==> src/rtl/div_seq_pkg.sv <==
// Shared definitions for the sequential divider: state encodings,
// handshake levels and the core's register widths.
package div_seq_pkg;

    localparam int REG_DATA_WIDTH    = 32;
    localparam int DOUBLE_DATA_WIDTH = 2 * REG_DATA_WIDTH;

    typedef enum logic [1:0] {
        DIV_FREE   = 2'b00,
        DIV_BYZERO = 2'b01,
        DIV_ON     = 2'b10,
        DIV_END    = 2'b11
    } div_state_e;

    localparam logic DIV_RESULT_READY     = 1'b1;
    localparam logic DIV_RESULT_NOT_READY = 1'b0;
    localparam logic DIV_START            = 1'b1;
    localparam logic DIV_STOP             = 1'b0;

endpackage

==> src/rtl/div_seq.sv <==
// Multi-cycle radix-2 restoring divider for DIV/DIVU.
// Result is {remainder, quotient}; one quotient bit per clock.
// Optional macro DIV_EARLY_OUT_EN: when |dividend| < |divisor| the result
// is produced one edge after the start instead of after the full loop.
module div_seq
    import div_seq_pkg::*;
#(
    parameter int DATA_W = REG_DATA_WIDTH,
    parameter int CNT_W  = 6
) (
    input  logic                  clk,
    input  logic                  rst_n,
    input  logic                  signed_div_in,
    input  logic [DATA_W-1:0]     dived_in,
    input  logic [DATA_W-1:0]     div_in,
    input  logic                  start_in,
    input  logic                  annul_in,
    output logic [2*DATA_W-1:0]   res_out,
    output logic                  rdy_out,
    output logic                  busy_out
);

    localparam logic [CNT_W-1:0] LAST_CNT = CNT_W'(DATA_W);

    div_state_e            state_q, state_d;
    logic [CNT_W-1:0]      cnt_q, cnt_d;
    // {partial remainder, dividend/quotient}; the extra top bit of the
    // (DATA_W+1)-bit remainder is always 0 between steps, so it is only
    // materialised in the shifted trial value.
    logic [2*DATA_W-1:0]   work_q, work_d;
    logic [DATA_W-1:0]     dvs_q, dvs_d;
    logic                  dvd_neg_q, dvd_neg_d;
    logic                  dvs_neg_q, dvs_neg_d;
    logic [2*DATA_W-1:0]   res_q, res_d;
    logic                  rdy_q, rdy_d;

    logic                  dvd_neg, dvs_neg;
    logic [DATA_W-1:0]     abs_dvd, abs_dvs;
    logic [2*DATA_W:0]     shifted;
    logic [DATA_W:0]       trial;
    logic [DATA_W-1:0]     quot_fix, rem_fix;

    // Operand conditioning, one restoring step and final sign correction
    always_comb begin
        dvd_neg  = signed_div_in & dived_in[DATA_W-1];
        dvs_neg  = signed_div_in & div_in[DATA_W-1];
        abs_dvd  = dvd_neg ? -dived_in : dived_in;
        abs_dvs  = dvs_neg ? -div_in : div_in;
        shifted  = {work_q, 1'b0};
        trial    = shifted[2*DATA_W:DATA_W] - {1'b0, dvs_q};
        quot_fix = (dvd_neg_q ^ dvs_neg_q) ? -work_q[DATA_W-1:0] : work_q[DATA_W-1:0];
        rem_fix  = dvd_neg_q ? -work_q[2*DATA_W-1:DATA_W] : work_q[2*DATA_W-1:DATA_W];
    end

    // Sequencing FSM: next state, datapath updates and registered outputs
    always_comb begin
        state_d   = state_q;
        cnt_d     = cnt_q;
        work_d    = work_q;
        dvs_d     = dvs_q;
        dvd_neg_d = dvd_neg_q;
        dvs_neg_d = dvs_neg_q;
        res_d     = res_q;
        rdy_d     = rdy_q;
        case (state_q)
            DIV_FREE: begin
                if (start_in == DIV_START && !annul_in) begin
                    if (div_in == '0) begin
                        state_d = DIV_BYZERO;
                    end else begin
                        state_d   = DIV_ON;
                        dvs_d     = abs_dvs;
                        dvd_neg_d = dvd_neg;
                        dvs_neg_d = dvs_neg;
`ifdef DIV_EARLY_OUT_EN
                        // Preload the finished state: quotient 0, remainder |dividend|;
                        // the normal finalise step then restores the dividend sign.
                        if (abs_dvd < abs_dvs) begin
                            work_d = {abs_dvd, {DATA_W{1'b0}}};
                            cnt_d  = LAST_CNT;
                        end else begin
                            work_d = {{DATA_W{1'b0}}, abs_dvd};
                            cnt_d  = '0;
                        end
`else
                        work_d = {{DATA_W{1'b0}}, abs_dvd};
                        cnt_d  = '0;
`endif
                    end
                end
            end
            DIV_BYZERO: begin
                if (annul_in) begin
                    state_d = DIV_FREE;
                    res_d   = '0;
                    rdy_d   = DIV_RESULT_NOT_READY;
                end else begin
                    state_d = DIV_END;
                    res_d   = '0;
                    rdy_d   = DIV_RESULT_READY;
                end
            end
            DIV_ON: begin
                if (annul_in) begin
                    state_d = DIV_FREE;
                    res_d   = '0;
                    rdy_d   = DIV_RESULT_NOT_READY;
                end else if (cnt_q != LAST_CNT) begin
                    if (!trial[DATA_W]) begin
                        work_d = {trial[DATA_W-1:0], shifted[DATA_W-1:1], 1'b1};
                    end else begin
                        work_d = shifted[2*DATA_W-1:0];
                    end
                    cnt_d = cnt_q + CNT_W'(1);
                end else begin
                    state_d = DIV_END;
                    res_d   = {rem_fix, quot_fix};
                    rdy_d   = DIV_RESULT_READY;
                end
            end
            DIV_END: begin
                if (annul_in || start_in == DIV_STOP) begin
                    state_d = DIV_FREE;
                    res_d   = '0;
                    rdy_d   = DIV_RESULT_NOT_READY;
                end
            end
            default: begin
                state_d = DIV_FREE;
            end
        endcase
    end

    // State and datapath registers with asynchronous clear
    always_ff @(posedge clk or negedge rst_n) begin
        if (!rst_n) begin
            state_q   <= DIV_FREE;
            cnt_q     <= '0;
            work_q    <= '0;
            dvs_q     <= '0;
            dvd_neg_q <= 1'b0;
            dvs_neg_q <= 1'b0;
            res_q     <= '0;
            rdy_q     <= DIV_RESULT_NOT_READY;
        end else begin
            state_q   <= state_d;
            cnt_q     <= cnt_d;
            work_q    <= work_d;
            dvs_q     <= dvs_d;
            dvd_neg_q <= dvd_neg_d;
            dvs_neg_q <= dvs_neg_d;
            res_q     <= res_d;
            rdy_q     <= rdy_d;
        end
    end

    // Outputs come straight from registers or the state decode
    always_comb begin
        res_out  = res_q;
        rdy_out  = rdy_q;
        busy_out = (state_q == DIV_BYZERO) || (state_q == DIV_ON);
    end

endmodule

==> config.mk <==
export PLATFORM = sky130hd
export DESIGN_NAME = div_seq
export DESIGN_NICKNAME = d
export VERILOG_FILES = /design/src/rtl/div_seq_pkg.sv /design/src/rtl/div_seq.sv
export SDC_FILE = /design/constraint.sdc
export NUM_CORES = 1
export LEC_CHECK = 0
export ABC_AREA = 1
export BUFFER_PORTS_ARGS = -buffer_cell sky130_fd_sc_hd__buf_4
export CELL_PAD_IN_SITES_DETAIL_PLACEMENT = 0
export CELL_PAD_IN_SITES_GLOBAL_PLACEMENT = 1
export CORE_ASPECT_RATIO = 0.9
export CORE_MARGIN = 10
export CORE_UTILIZATION = 39
export CTS_CLUSTER_DIAMETER = 60
export DETAILED_ROUTE_END_ITERATION = 10
export PLACE_DENSITY_LB_ADDON = 0.1
export SKIP_CTS_REPAIR_TIMING = 1
export SYNTH_ARGS = -nofsm -noshare
export SYNTH_HDL_FRONTEND = slang
export SYNTH_SLANG_ARGS = --single-unit
export TNS_END_PERCENT = 20
==> constraint.sdc <==
create_clock -name clk -period 2.2 [get_ports clk]
set_clock_uncertainty 0.05 [all_clocks]
set_input_delay 0.22 -clock clk [delete_from_list [all_inputs] [get_ports clk]]
set_output_delay 0.22 -clock clk [all_outputs]
set_load 0.02 [all_outputs]
==> impl_metrics.tcl <==
set metrics [dict create \
    status "complete, but fails checks" \
    violations "hold timing, setup timing" \
    clock_path_buffers 2 \
    regArea_mm2 0.00428 \
    slew_headroom 0.531 \
    area_growth_pct 31.1 \
    cp_max_fo 4 \
    synth-edff-count 0 \
    synth-seq-area-share 0.320 \
    power.leakage_uw 0.00952 \
    start_util 0.395 \
    max-cap-violations 0 \
    synth_top_area_frac 0.320 \
    overflow 0 \
    required_ns 2.49 \
    synth_top_cells_by_count "nand2_1, inv_1, nand3_1, dfrtp_1, nor2_1" \
    num_vias 14300 \
    fmax_mhz 431 \
    drive_gt1_frac 0.216 \
    clock-root-buffer "clkbuf_16" \
    synth.distinct_cells 45 \
    rsz0062_at_grt "yes" \
    grt_usage 0.230 \
    syn_area_mm2 0.0134 \
    clock_sinks 171 \
    setup.worst_path.start_class "register" \
    yosys_warnings 0 \
    die_width_um 215 \
    nets 2511 \
    ant_nets 0 \
    tightest_slew_ns 0.704 \
    first_iter_violations 1321 \
    core-area_mm2 0.0339 \
    synth_fp_nets 2216 \
    die_h_um 196 \
    wl_per_cell_um 17.4 \
    drt-pass1-iter-count 6 \
    insertedDiodeCount 0 \
    die_area_mm2 0.0421 \
    clk_pin_slew_worst_paths_ns 0.07 \
    antenna_found_initial 0 \
    post-route-period-util 1.06 \
    hold_ws_ns -0.0114 \
    power_per_cell_area_mw_per_mm2 1480 \
    ys_async_sr_fraction 1.00 \
    final-setup-viol-count 32 \
    crit_arrival_ns 2.62 \
    dp.final_hpwl_mm 40.6 \
    yosys.cell_count.top_type "nand2_1" \
    crit_type "reg2reg" \
    avgViaCountPerCell 4.98 \
    finalWirelength_mm 50.1 \
    fin_crit_ns 2.32 \
    ys_top_cells_by_area "dfrtp_1, nand2_1, inv_1" \
    portBuffers 134 \
    clk_latency_ns 0.46 \
    ctsHtreeMaxLevel 4 \
    drcViolationCount 0 \
    multiInputGateArea_mm2 0.00814 \
    syn_avg_cell_area_um2 6.35 \
    synth_top_cell_by_area "dfrtp_1" \
    total_power_uw 26000 \
    postSynthCellCount 2104 \
    final_area_mm2 0.0175 \
    dpl_cell_area_mm2 0.0162 \
    gp_congestion 0.950 \
    hold_viol_final 1 \
    synth-main-ff-cell "dfrtp_1" \
    ir_drop_uv 649 \
    rows 64 \
    grt_max_degree 65 \
    cts_buffers 17 \
    cts_tree "yes" \
    min_path_type "in2reg" \
    ys_ff_latch 171 \
    grt_pass1_wl_mm 76.6 \
    num-fill-cells 3458 \
    setup_slack_ns -0.121 \
    worstSetupEndpointType "register" \
    slew_viol_final 0 \
    grt_pass1_vias 13500 \
    pin_count 135 \
]
[critical path: stages, from the launching register on]
cell and delay, ns:
dfrtp_1 0.39, inv_1 0.20, ha_4 0.25, nand2_1 0.15
inv_1 0.06, a21oi_1 0.17, nand2_2 0.15, nand2_1 0.09
nand2_1 0.17, nand2_2 0.16, nand3_1 0.09, nand2_1 0.12
nand2_1 0.06, nand3_1 0.06, nand2_1 0.05
[metal layers]
layer	up-vias	global-route usage	wire length [um]
li1	7220	-	-
met1	6640	0.344	25100
met2	412	0.332	20900
met3	50	0.0417	3120
met4	0	0.0547	913
met5	-	0	0
[power breakdown]
group          total (uW)  internal [uW]  switching (uW)
sequential           5280           4250            1030
combinational       17700           6950           10800
clock                2990           1590            1390
[sequential cells by signal, indices dropped and copies added, names as in the netlist]
register / cells
res_out: 64
work_q: 64
dvs_q: 32
cnt_q: 6
state_q: 2
dvd_neg_q: 1
dvs_neg_q: 1
rdy_out: 1
[cell families after synthesis]
family | share of synthesized area
xor+xnor | 0.0551
fa+ha+maj | 0.0408
simple gates | 0.377
buf+inv | 0.111
flops | 0.320
compound gates | 0.0961
[worst paths after layout]
check | start | end | slack (ns) | depth (start not counted)
max in group asynchronous | rst_n | res_out[5] | 1.10 | 3
worst min-delay path | dived_in[0] | work_q[0] | -0.01 | 3
worst max-delay path | dvs_q[4] | work_q[58] | -0.12 | 14
worst min register to register | res_out[22] | res_out[22] | 0.44 | 2
min in group asynchronous | rst_n | work_q[40] | 0.31 | 2
worst max register to register | dvs_q[4] | work_q[58] | -0.12 | 14
[layout by cell type (no fill, tap or decap), types with 3 or more instances in the layout]
cell type	netlist	final
nand2_1	744	710
buf_4	1	313
inv_1	287	278
nand3_1	188	171
dfrtp_1	171	171
nor2_1	161	149
o21ai_0	125	123
xor2_1	66	66
a21oi_1	49	45
o21ai_1	31	32
nand2_2	5	30
nand4_1	28	28
inv_2	19	27
nand3_2	11	27
nor3_1	30	26
ha_1	42	24
clkbuf_16	0	19
xnor2_1	18	17
ha_4	0	16
buf_12	0	16
nor2_2	3	14
nand2_4	3	10
o31ai_1	8	8
nand3b_1	7	7
a21oi_2	2	6
clkinvlp_4	0	5
or2_2	5	5
o211ai_1	5	5
o21bai_1	5	5
nor4_1	4	4
nor3_2	0	4
a31oi_1	4	4
nor2_4	2	3
a22o_1	3	3
and2_1	3	3
clkinv_2	0	3
inv_6	0	3
buf_6	6	3
[stage by stage]
stage          hold slack (ns)  TNS [ns]  setup WS [ns]   util  instances
2_1_floorplan           -0.126         0        0.00723      -       2104
3_3_place_gp             0.234     -4.15         -0.167  0.479       2828
3_5_place_dp             0.230     -6.28         -0.229  0.479       2828
4_1_cts                 -0.252     -7.00         -0.247  0.496       2860
5_1_grt             0.00000550     -7.96         -0.279  0.517       2874
6_report               -0.0114     -2.66         -0.121  0.517       2874
[area by class of cell]
type / count / area share
clock buffers: 19 / 0.0253
multi-input cells: 1563 / 0.464
repair buffers: 338 / 0.160
well taps: 462 / 0.0330
flip-flops and latches: 171 / 0.244
inverters: 308 / 0.0663
clock inverters: 13 / 0.00678
No activity file was read; power rests on OpenSTA's default activity.
